**config.mk**
```make
export PLATFORM = sky130hd
export DESIGN_NAME = trade_order_manager_flat
export DESIGN_NICKNAME = d
export VERILOG_FILES = /design/src/rtl/trade_pkg.sv /design/src/rtl/trade_order_manager_if.sv /design/src/rtl/trade_order_manager_order_fifo.sv /design/src/rtl/trade_order_manager.sv /design/src/flat_wrapper.sv
export SDC_FILE = /design/constraint.sdc
export NUM_CORES = 1
export LEC_CHECK = 0
export CAP_MARGIN = 5
export CORE_ASPECT_RATIO = 0.75
export CORE_MARGIN = 1.5
export CORE_UTILIZATION = 50
export DETAILED_ROUTE_END_ITERATION = 7
export GPL_TIMING_DRIVEN = 0
export PLACE_DENSITY = 0.72
export SETUP_SLACK_MARGIN = 0.2
export SYNTH_ARGS = -nofsm -noshare
export SYNTH_HDL_FRONTEND = slang
export SYNTH_SLANG_ARGS = --single-unit
```
**constraint.sdc**
```tcl
create_clock -name clk -period 11.87 [get_ports clk]
set_clock_uncertainty 0.15 [all_clocks]
set_input_delay 2.9675 -clock clk [delete_from_list [all_inputs] [get_ports clk]]
set_output_delay 2.9675 -clock clk [all_outputs]
set_load 0.02 [all_outputs]
```
**src/rtl/trade_pkg.sv**
```systemverilog
`default_nettype none
// ---------------------------------------------------------------------------
// trade_pkg : shared widths, trading limits and the order payload type
// Revision  : 1.0
// ---------------------------------------------------------------------------
package trade_pkg;

    localparam int NUM_STOCKS = 4;
    localparam int STOCK_ID_W = 2;
    localparam int PRICE_W    = 14;
    localparam int QTY_W      = 8;
    localparam int CASH_W     = 24;
    localparam int DROP_W     = 8;
    localparam int LOT_QTY    = 10;
    localparam int MAX_POS    = 200;
    localparam int INIT_CASH  = 100000;
    localparam int COOLDOWN   = 4;
    localparam int FIFO_DEPTH = 4;

    localparam logic SIDE_BUY  = 1'b0;
    localparam logic SIDE_SELL = 1'b1;

    typedef struct packed {
        logic                  side;
        logic [STOCK_ID_W-1:0] stock_id;
        logic [PRICE_W-1:0]    price;
        logic [QTY_W-1:0]      qty;
    } order_t;

    localparam int ORDER_W = $bits(order_t);

    // Product is formed at PRICE_W+QTY_W bits, then zero-extended to cash width
    function automatic logic [CASH_W-1:0] lot_cost(input logic [PRICE_W-1:0] price,
                                                   input logic [QTY_W-1:0]   qty);
        logic [PRICE_W+QTY_W-1:0] prod;
        prod = {{QTY_W{1'b0}}, price} * {{PRICE_W{1'b0}}, qty};
        return {{(CASH_W-PRICE_W-QTY_W){1'b0}}, prod};
    endfunction

endpackage
`default_nettype wire

```
**src/rtl/trade_order_manager_if.sv**
```systemverilog
`default_nettype none
// ---------------------------------------------------------------------------
// trade_order_manager_if : signal-in / order-out bundle of the order manager
// Revision               : 1.0
// ---------------------------------------------------------------------------
interface trade_order_manager_if;

    logic                             sig_valid;
    logic                             buy_signal;
    logic                             sell_signal;
    logic [trade_pkg::STOCK_ID_W-1:0] stock_id_in;
    logic [trade_pkg::PRICE_W-1:0]    price_in;

    logic                             order_valid;
    logic                             order_ready;
    logic                             order_side;
    logic [trade_pkg::STOCK_ID_W-1:0] order_stock_id;
    logic [trade_pkg::PRICE_W-1:0]    order_price;
    logic [trade_pkg::QTY_W-1:0]      order_qty;

    logic [trade_pkg::CASH_W-1:0]     cash_balance;
    logic [trade_pkg::DROP_W-1:0]     drop_cnt;

    modport master (
        output sig_valid, buy_signal, sell_signal, stock_id_in, price_in, order_ready,
        input  order_valid, order_side, order_stock_id, order_price, order_qty,
        input  cash_balance, drop_cnt
    );

    modport slave (
        input  sig_valid, buy_signal, sell_signal, stock_id_in, price_in, order_ready,
        output order_valid, order_side, order_stock_id, order_price, order_qty,
        output cash_balance, drop_cnt
    );

endinterface
`default_nettype wire

```
**src/rtl/trade_order_manager_order_fifo.sv**
```systemverilog
`default_nettype none
// ---------------------------------------------------------------------------
// order_fifo : show-ahead FIFO, full judged on the registered count
// Revision   : 1.0
// ---------------------------------------------------------------------------
module order_fifo #(
    parameter int DEPTH = 4,
    parameter int WIDTH = 8
) (
    input  wire logic                     clk,
    input  wire logic                     rst,
    input  wire logic                     push,
    input  wire logic [WIDTH-1:0]         push_data,
    input  wire logic                     pop,
    output logic      [WIDTH-1:0]         head_data,
    output logic                          full,
    output logic                          empty,
    output logic      [$clog2(DEPTH):0]   count
);

    localparam int PTR_W = $clog2(DEPTH);
    localparam int CNT_W = PTR_W + 1;

    logic [WIDTH-1:0] mem_q [DEPTH];
    logic [WIDTH-1:0] mem_d [DEPTH];
    logic [PTR_W-1:0] wr_ptr_q, wr_ptr_d;
    logic [PTR_W-1:0] rd_ptr_q, rd_ptr_d;
    logic [CNT_W-1:0] count_q, count_d;
    logic             w_do_push;
    logic             w_do_pop;

    assign full      = (count_q == CNT_W'(DEPTH));
    assign empty     = (count_q == '0);
    assign count     = count_q;
    assign head_data = mem_q[rd_ptr_q];

    assign w_do_push = push && !full;
    assign w_do_pop  = pop && !empty;

    always_comb begin
        mem_d    = mem_q;
        wr_ptr_d = wr_ptr_q;
        rd_ptr_d = rd_ptr_q;
        count_d  = count_q;
        if (w_do_push) begin
            mem_d[wr_ptr_q] = push_data;
            wr_ptr_d        = wr_ptr_q + PTR_W'(1);
        end
        if (w_do_pop) begin
            rd_ptr_d = rd_ptr_q + PTR_W'(1);
        end
        case ({w_do_push, w_do_pop})
            2'b10:   count_d = count_q + CNT_W'(1);
            2'b01:   count_d = count_q - CNT_W'(1);
            default: count_d = count_q;
        endcase
    end

    always_ff @(posedge clk or posedge rst) begin
        if (rst) begin
            for (int i = 0; i < DEPTH; i++) begin
                mem_q[i] <= '0;
            end
            wr_ptr_q <= '0;
            rd_ptr_q <= '0;
            count_q  <= '0;
        end else begin
            mem_q    <= mem_d;
            wr_ptr_q <= wr_ptr_d;
            rd_ptr_q <= rd_ptr_d;
            count_q  <= count_d;
        end
    end

endmodule
`default_nettype wire

```
**src/rtl/trade_order_manager.sv**
```systemverilog
`default_nettype none
// ---------------------------------------------------------------------------
// trade_order_manager : applies position/cash/cooldown rules to buy/sell
//                       signals and queues one-lot orders
// Revision            : 1.0
// ---------------------------------------------------------------------------
module trade_order_manager
    import trade_pkg::*;
(
    input  wire logic             clk,
    input  wire logic             rst,
    trade_order_manager_if.slave  bus
);

    localparam int CD_W  = $clog2(COOLDOWN + 1);
    localparam int CNT_W = $clog2(FIFO_DEPTH) + 1;

    logic [QTY_W-1:0]      pos_q  [NUM_STOCKS];
    logic [QTY_W-1:0]      pos_d  [NUM_STOCKS];
    logic [CD_W-1:0]       cool_q [NUM_STOCKS];
    logic [CD_W-1:0]       cool_d [NUM_STOCKS];
    logic [CASH_W-1:0]     cash_q, cash_d;
    logic [DROP_W-1:0]     drop_q, drop_d;

    logic [STOCK_ID_W-1:0] w_id;
    logic [CASH_W-1:0]     w_cost;
    logic [QTY_W:0]        w_pos_after_buy;
    logic [CASH_W:0]       w_cash_plus;
    logic                  w_buy_req;
    logic                  w_sell_req;
    logic                  w_buy_ok;
    logic                  w_sell_ok;
    logic                  w_commit;
    order_t                w_push_order;
    order_t                w_head;
    order_t                w_out;

    logic [ORDER_W-1:0]    w_fifo_head;
    logic                  w_fifo_full;
    logic                  w_fifo_empty;
    logic [CNT_W-1:0]      w_fifo_count;

    assign w_id            = bus.stock_id_in;
    assign w_cost          = lot_cost(bus.price_in, QTY_W'(LOT_QTY));
    assign w_pos_after_buy = {1'b0, pos_q[w_id]} + (QTY_W+1)'(LOT_QTY);
    assign w_cash_plus     = {1'b0, cash_q} + {1'b0, w_cost};

    // A simultaneous buy and sell is a conflicting signal and is discarded
    assign w_buy_req  = bus.sig_valid && bus.buy_signal && !bus.sell_signal;
    assign w_sell_req = bus.sig_valid && bus.sell_signal && !bus.buy_signal;

    assign w_buy_ok  = w_buy_req && (cool_q[w_id] == '0)
                       && (w_pos_after_buy <= (QTY_W+1)'(MAX_POS))
                       && (cash_q >= w_cost);
    assign w_sell_ok = w_sell_req && (cool_q[w_id] == '0)
                       && (pos_q[w_id] >= QTY_W'(LOT_QTY));
    assign w_commit  = (w_buy_ok || w_sell_ok) && !w_fifo_full;

    always_comb begin
        w_push_order.side     = w_sell_ok ? SIDE_SELL : SIDE_BUY;
        w_push_order.stock_id = w_id;
        w_push_order.price    = bus.price_in;
        w_push_order.qty      = QTY_W'(LOT_QTY);
    end

    always_comb begin
        for (int i = 0; i < NUM_STOCKS; i++) begin
            pos_d[i]  = pos_q[i];
            cool_d[i] = (cool_q[i] != '0) ? cool_q[i] - CD_W'(1) : cool_q[i];
        end
        cash_d = cash_q;
        drop_d = drop_q;
        if (w_commit) begin
            cool_d[w_id] = CD_W'(COOLDOWN);
            if (w_buy_ok) begin
                pos_d[w_id] = pos_q[w_id] + QTY_W'(LOT_QTY);
                cash_d      = cash_q - w_cost;
            end else begin
                pos_d[w_id] = pos_q[w_id] - QTY_W'(LOT_QTY);
                cash_d      = w_cash_plus[CASH_W] ? '1 : w_cash_plus[CASH_W-1:0];
            end
        end else if (w_buy_ok || w_sell_ok) begin
            drop_d = (drop_q == '1) ? drop_q : drop_q + DROP_W'(1);
        end
    end

    always_ff @(posedge clk or posedge rst) begin
        if (rst) begin
            for (int i = 0; i < NUM_STOCKS; i++) begin
                pos_q[i]  <= '0;
                cool_q[i] <= '0;
            end
            cash_q <= CASH_W'(INIT_CASH);
            drop_q <= '0;
        end else begin
            pos_q  <= pos_d;
            cool_q <= cool_d;
            cash_q <= cash_d;
            drop_q <= drop_d;
        end
    end

    order_fifo #(
        .DEPTH (FIFO_DEPTH),
        .WIDTH (ORDER_W)
    ) u_order_fifo (
        .clk       (clk),
        .rst       (rst),
        .push      (w_commit),
        .push_data (w_push_order),
        .pop       (bus.order_ready),
        .head_data (w_fifo_head),
        .full      (w_fifo_full),
        .empty     (w_fifo_empty),
        .count     (w_fifo_count)
    );

    // Payload is forced to zero whenever there is no head entry
    assign w_head = order_t'(w_fifo_head);
    assign w_out  = w_fifo_empty ? '0 : w_head;

    assign bus.order_valid    = (w_fifo_count != '0);
    assign bus.order_side     = w_out.side;
    assign bus.order_stock_id = w_out.stock_id;
    assign bus.order_price    = w_out.price;
    assign bus.order_qty      = w_out.qty;
    assign bus.cash_balance   = cash_q;
    assign bus.drop_cnt       = drop_q;

endmodule
`default_nettype wire
```
**src/flat_wrapper.sv**
```systemverilog
// flat-port wrapper written by rule: the top's interface ports become plain ports
module trade_order_manager_flat import trade_pkg::*;
  (clk, rst, bus_sig_valid, bus_buy_signal, bus_sell_signal, bus_stock_id_in, bus_price_in, bus_order_ready, bus_order_valid, bus_order_side, bus_order_stock_id, bus_order_price, bus_order_qty, bus_cash_balance, bus_drop_cnt);
  trade_order_manager_if bus_i ();
  input  wire logic clk;
  input  wire logic rst;
  input wire logic [$bits(bus_i.sig_valid)-1:0] bus_sig_valid;
  input wire logic [$bits(bus_i.buy_signal)-1:0] bus_buy_signal;
  input wire logic [$bits(bus_i.sell_signal)-1:0] bus_sell_signal;
  input wire logic [$bits(bus_i.stock_id_in)-1:0] bus_stock_id_in;
  input wire logic [$bits(bus_i.price_in)-1:0] bus_price_in;
  input wire logic [$bits(bus_i.order_ready)-1:0] bus_order_ready;
  output wire logic [$bits(bus_i.order_valid)-1:0] bus_order_valid;
  output wire logic [$bits(bus_i.order_side)-1:0] bus_order_side;
  output wire logic [$bits(bus_i.order_stock_id)-1:0] bus_order_stock_id;
  output wire logic [$bits(bus_i.order_price)-1:0] bus_order_price;
  output wire logic [$bits(bus_i.order_qty)-1:0] bus_order_qty;
  output wire logic [$bits(bus_i.cash_balance)-1:0] bus_cash_balance;
  output wire logic [$bits(bus_i.drop_cnt)-1:0] bus_drop_cnt;
  assign bus_i.sig_valid = bus_sig_valid;
  assign bus_i.buy_signal = bus_buy_signal;
  assign bus_i.sell_signal = bus_sell_signal;
  assign bus_i.stock_id_in = bus_stock_id_in;
  assign bus_i.price_in = bus_price_in;
  assign bus_i.order_ready = bus_order_ready;
  assign bus_order_valid = bus_i.order_valid;
  assign bus_order_side = bus_i.order_side;
  assign bus_order_stock_id = bus_i.order_stock_id;
  assign bus_order_price = bus_i.order_price;
  assign bus_order_qty = bus_i.order_qty;
  assign bus_cash_balance = bus_i.cash_balance;
  assign bus_drop_cnt = bus_i.drop_cnt;
  trade_order_manager u_core (.clk(clk), .rst(rst), .bus(bus_i));
endmodule
```
Yosys cells after proc, flatten, opt, wreduce, memory -nomap -nowiden
Index checks and enable logic that the tools add are counted.

cells by class
  add/sub/neg operators = 14
  $mul = 1
  divide/modulo/power cells = 0
  order comparisons = 8
  equal/unequal tests = 4
  shift-type cells = 0
  muxes and demuxes = 29
  bitwise logic cells = 8
  reduce and logical (&&, ||, !) cells = 28

operators with widths
  cell                                                  number
  bitwise mux 100 bit                                   1
  2-to-1 mux 25 bit                                     4
  bitwise mux 32 bit                                    2
  binary-select mux 25 bit (select 2 bit)               1
  demux 25 bit (select 2 bit)                           1
  2-to-1 mux 24 bit                                     2
  2-to-1 mux 32 bit                                     1
  adder 24 x 18 -> 25 bit                               1
  >= comparator 24 x 18 -> 1 bit                        1
  2-to-1 mux 8 bit                                      3
  subtractor 24 x 18 -> 24 bit                          1
  2-to-1 mux 3 bit                                      7
  multiplier 14 x 3 -> 17 bit (second input constant)   1
  binary-select mux 8 bit (select 2 bit)                1
  demux 8 bit (select 2 bit)                            1
  nonzero test 3 bit                                    5
  subtractor 3 x 1 -> 3 bit (second input constant)     5
  logical AND 1 bit                                     14
  2-to-1 mux 12 bit                                     1
  adder 8 x 4 -> 9 bit (second input constant)          1
  >= comparator 3 bit (second input constant)           3
  <= comparator 9 x 8 -> 1 bit (second input constant)  1
  NOT 2 -> 3 bit                                        3
  adder 8 x 1 -> 8 bit (second input constant)          1
  other kinds (23)                                      30

storage, ports and cells
  register bits = 183
  bits in latches = 0
  RAM bits = 0
  ROM bits = 0
  input bits = 22
  output and inout port bits = 58
  word-level logic and storage cells = 109
  memories kept = 0

Logic depth before layout (Yosys ltp)
  depth after elaboration = 13
  gate-level depth with buffers = 28
  depth with buffers taken out = 26

Modules after synthesis
From an unflattened synthesis, not the netlist that was laid out.

unflattened totals
  cells, all modules = 1,054
  area, all modules = 11,791.3 um^2

by module, submodules not included
  module               instances  cells each  area each (um^2)  sequential area each (um^2)
  trade_order_manager  1          774         6,805.3           1,909.3
  order_fifo           1          280         4,986.0           2,677.6

Worst setup path before layout
Ideal clock, no wire load.

  kind = input port to flip-flop
  start = input port bus_price_in[2]
  end = register u_core.u_order_fifo.count_q[1], in the netlist u_core.u_order_fifo.count[1]
  library setup time = 125 ps
  arrival time = 8,007 ps
  required time = 11,595 ps
  slack = 3,589 ps
  cell stages on the path = 25
  path buffers = 3
  cell sequence = ha_1 > ha_1 > a21o_1 > a21oi_1 > o21bai_1 > a21oi_1 > nor2b_1 > o21a_1 > o31a_1 > nor2_1 > xnor2_1 > ha_1 > clkbuf_1 > nor2_1 > a211oi_1 > a31oi_1 > o31ai_1 > nor2_4 > o21a_4 > buf_12 > inv_2 > buf_2 > ha_1 > fa_1 > mux2_2

between the ends
  longest elaborated chain between the ends = 8
  elaborated cells on any way between the ends = 10
  those cells by class = mul: 1; order compare: 1; eq/ne: 2; mux: 1; reduce/logical: 5

ends and longest elaborated chain
  what                                                                        RTL line                              text
  start, declared                                                             flat_wrapper.sv:11                    input wire logic [$bits(bus_i.price_in)-1:0] bus_price_in;
  multiplier 14 x 3 -> 17 bit *                                               trade_pkg.sv:36                       prod = {{QTY_W{1'b0}}, price} * {{PRICE_W{1'b0}}, qty};
  >= comparator 24 x 18 -> 1 bit *                                            trade_order_manager.sv:54             && (cash_q >= w_cost);
  logical AND 1 bit *                                                         trade_order_manager.sv:54
  logical OR 1 bit *                                                          trade_order_manager.sv:57             assign w_commit = (w_buy_ok || w_sell_ok) && !w_fifo_full;
  logical AND 1 bit *                                                         trade_order_manager.sv:57
  logical AND 1 bit *                                                         trade_order_manager_order_fifo.sv:37  assign w_do_push = push && !full;
  equality test 2 x 1 -> 1 bit / equality test 2 bit (equally long branches)  trade_order_manager_order_fifo.sv:52  case ({w_do_push, w_do_pop})
  one-hot mux 3 bit (2 select lines) *                                        trade_order_manager_order_fifo.sv:52
  via u_core.u_order_fifo.count_d[1]                                          trade_order_manager_order_fifo.sv:28  logic [CNT_W-1:0] count_q, count_d;
  end signal, assigned                                                        trade_order_manager_order_fifo.sv:71  count_q <= count_d;
  end, declared                                                               trade_order_manager_order_fifo.sv:28

The timed path passes the listed nets; every way through them passes the cells marked *.
A chain may end at the register's enable or synchronous reset.

Final worst setup path
  start = input port bus_price_in[1]
  end = register u_core.u_order_fifo.count_q[2], in the netlist u_core.u_order_fifo.count[2]

between the ends
  longest elaborated chain between the ends = 8
  elaborated cells on any way between the ends = 10
  those cells by class = mul: 1; order compare: 1; eq/ne: 2; mux: 1; reduce/logical: 5

ends and longest elaborated chain
  what                                                                             RTL line
  multiplier 14 x 3 -> 17 bit *                                                    trade_pkg.sv:36
  >= comparator 24 x 18 -> 1 bit *                                                 trade_order_manager.sv:54
  logical AND 1 bit *                                                              trade_order_manager.sv:54
  logical OR 1 bit *                                                               trade_order_manager.sv:57
  logical AND 1 bit *                                                              trade_order_manager.sv:57
  logical AND 1 bit *                                                              trade_order_manager_order_fifo.sv:37
  equality test 2 x 1 -> 1 bit / equality test 2 bit (equally long branches)       trade_order_manager_order_fifo.sv:52
  one-hot mux 3 bit (2 select lines) / nonzero test 2 bit (equally long branches)  n/a

Every way passes the cells marked *; elsewhere a longest branch is shown, timed or not.

==> impl_metrics.toml <==
[status]
outcome = "completed"

[floorplan]
start_util = 0.512
num_rows = 45
die_y_um = 128
die_area_sq_mm = 0.0217
ios = 80
coreArea_sq_mm = 0.0203
die_w_um = 170

[power]
power_density_mw_per_mm2 = 265
p_leak_nw = 5.55
vdd_drop_max_v = 0.000154

[worst_hold_path]
hold_path.class = "reg2reg"

[clocking]
clk_latency_ns = 0.43
cts_sinks = 155
cts_tree = "built"
root_buffer = "clkbuf_16"
ctsResizeCount = 0
h-tree-depth = 4
cts_hold_buf = 0
clock_path_buffers = 2
path_clk_slew_ns = 0.07
post-cts-setup-buffers = 0
numCtsBuffers = 17

[sta]
rsz0062_at_grt = "no"
tightest_slew_ns = 0.944
finalHoldViolCount = 0
max_freq_mhz = 101
finalMaxSlewViolations = 0
fin_setup_tns_ns = 0
period_needed_ns = 9.85
slew_headroom = 0.362
setup_viol = 0
whs_ns = 0.305
fin_crit_sh = 0.830

[placed_design]
dp_hpwl_mm = 18.2
io_buffers = 71
place_congestion = 0.916
place_area_sq_mm = 0.0115

[global_route]
use_met3 = 0.0466
grt-busiest-layer = "met2"
grt_max_degree = 86
grtUsageMet1 = 0.371
grt_pass1_wl_mm = 41.8
track_usage = 0.249
grt_pass1_vias = 7678
antenna_found_initial = 0
grt_overflow = 0
grtUsageMet2 = 0.375

[finish]
multi_input_area_sq_mm = 0.00597
final_core_util = 0.596
regArea_sq_mm = 0.00389
area_delta_synth_final_pct = 16.4
diodes = 0
fillers = 1724
drive_gt1_frac = 0.182
final_area_sq_mm = 0.0121
nets = 1189

[worst_setup_path]
startpoint_type = "input port"
timing.rr.start = "u_core.bus.cash_balance[12]"
r2r_setup_slack_ns = 7.16
critPathRequiredTime_ns = 12.07
arrival_ns = 10.05
cpPeakStageDelay_ns = 0.72
worstSetupPathType = "in2reg"
cp_max_fo = 10
end_kind = "register"
crit_top_cell = "ha_1"
worstSetupStartpoint = "bus_price_in[1]"
critPathSlowestCell = "clkdlybuf4s50_1"

[synthesis]
netlist.area_leader.share = 0.358
syn_avg_cell_area_sq_um = 10.5
synth_compound_area_frac = 0.128
synth_edf_count = 0
synth-seq-cells = 155
syn_inst = 987
yosysSeqAreaShare = 0.373
async_reset_ff_frac = 1.00
synthAdderAreaFrac = 0.104
synth_cell_type_count = 78
synth.area.top_cells = "dfrtp_1, ha_1, mux4_2"
synth.most_common_cell = "dfrtp_1"
yosysTopAreaCell = "dfrtp_1"
synthMuxAreaShare = 0.162
synth-main-ff-cell = "dfrtp_1"
syn_area_sq_mm = 0.0104
synth-xor-area-share = 0.0463
synthTopCellsByCount = "dfrtp_1, ha_1, nand2_1"
yosysWarnings = 0
synth_top_family_by_area = "multiplexers"
synth_simple_gate_area_frac = 0.132

[drt]
wl_mm = 25.6
first_iter_violations = 727
firstDrtPassIters = 7
antenna_left = 0
viasPerCell = 5.72
wire_per_inst_um = 18.5
via_count = 7876
remaining_drc_errors = 0

[flow_run]
drv_cap = 0
==> flip-flops by register name, indices dropped and copies added, names as in the netlist, named ones only <==
register                      cells
u_core.bus.drop_cnt               8
u_core.bus.cash_balance          24
u_core.u_order_fifo.count         3
u_core.u_order_fifo.wr_ptr_q      2
u_core.u_order_fifo.rd_ptr_q      2
u_core.u_order_fifo.mem_q        72
u_core.pos_q                     24
u_core.cool_q                    12
==> through the flow <==
| stage | cells | setup slack, ns | power [mW] |
|---|---|---|---|
| 2_1_floorplan | 992 | 3.59 | 2.14 |
| 3_3_place_gp | 1345 | 1.80 | 2.59 |
| 3_5_place_dp | 1346 | 1.75 | 2.64 |
| 4_1_cts | 1378 | 2.13 | 3.21 |
| 5_1_grt | 1378 | 1.53 | 3.44 |
| 6_report | 1378 | 2.02 | 3.21 |
==> kinds of logic (layout without fill, tap and decap cells) <==
family | count (synthesis) | in the layout
simple gates | 262 | 262
compound gates | 198 | 198
flops | 155 | 155
buf+inv | 121 | 225
mux | 111 | 111
fa+ha+maj | 84 | 84
xor+xnor | 55 | 55
other cells | 1 | 6
==> layer usage <==
metal | part of all wire | wire length, um
met1 | 0.49 | 12400
met2 | 0.44 | 11300
met3 | 0.063 | 1610
met4 | 0.010 | 265
met5 | 0 | 0
==> cells in the final DEF (no fill, tap or decap), types with 14 or more instances in the layout <==
cell	Yosys	layout
dfrtp_1	149	149
ha_1	80	80
clkdlybuf4s50_1	0	71
nand2_1	63	63
nor2_1	62	62
inv_1	58	57
a21oi_1	52	52
mux2_2	43	43
xnor2_1	37	37
mux2_4	36	36
clkbuf_1	31	32
mux4_2	27	27
o21ai_0	27	27
and2_1	23	23
nor3_1	22	22
nand3_1	18	18
xor2_1	18	18
clkbuf_16	0	17
nand2b_1	15	15
a31oi_1	14	14
a21o_1	14	14
==> path summary, 6_finish.rpt <==
check                                                     end  cells after the start
max in group asynchronous       u_core.u_order_fifo.mem_q[36]                      3
worst min-delay path                                 register                      1
worst max register to register   u_core.u_order_fifo.count[2]                     16
worst min register to register                       register                      1
worst max-delay path             u_core.u_order_fifo.count[2]                     27
min in group asynchronous                    u_core.cool_q[2]                      2
==> critical path, delay by kind of cell <==
| family | cells | cell delay [ns] |
|---|---|---|
| XOR/XNOR | 3 | 0.52 |
| AND/OR/NAND/NOR | 4 | 1.36 |
| adder cells (fa/ha/maj) | 6 | 1.88 |
| buffers and inverters | 5 | 1.40 |
| AO/OA/AOI/OAI | 9 | 1.91 |
==> layout make-up <==
class | count | share of cell area
Clock inverter | 14 | 0.0135
Timing Repair Buffer | 72 | 0.0609
Buffer | 62 | 0.0294
Multi-Input combinational cell | 716 | 0.492
Sequential cell | 155 | 0.321
Clock buffer | 18 | 0.0354
Tap cell | 282 | 0.0291
Inverter | 59 | 0.0187
==> power by group <==
part	internal, mW	switching, mW	total [mW]
Combinational	0.825	0.919	1.74
Sequential	0.754	0.158	0.912
Clock	0.315	0.243	0.558
Total	1.89	1.32	3.21
Note: power is estimated with default switching activity, not from simulation.
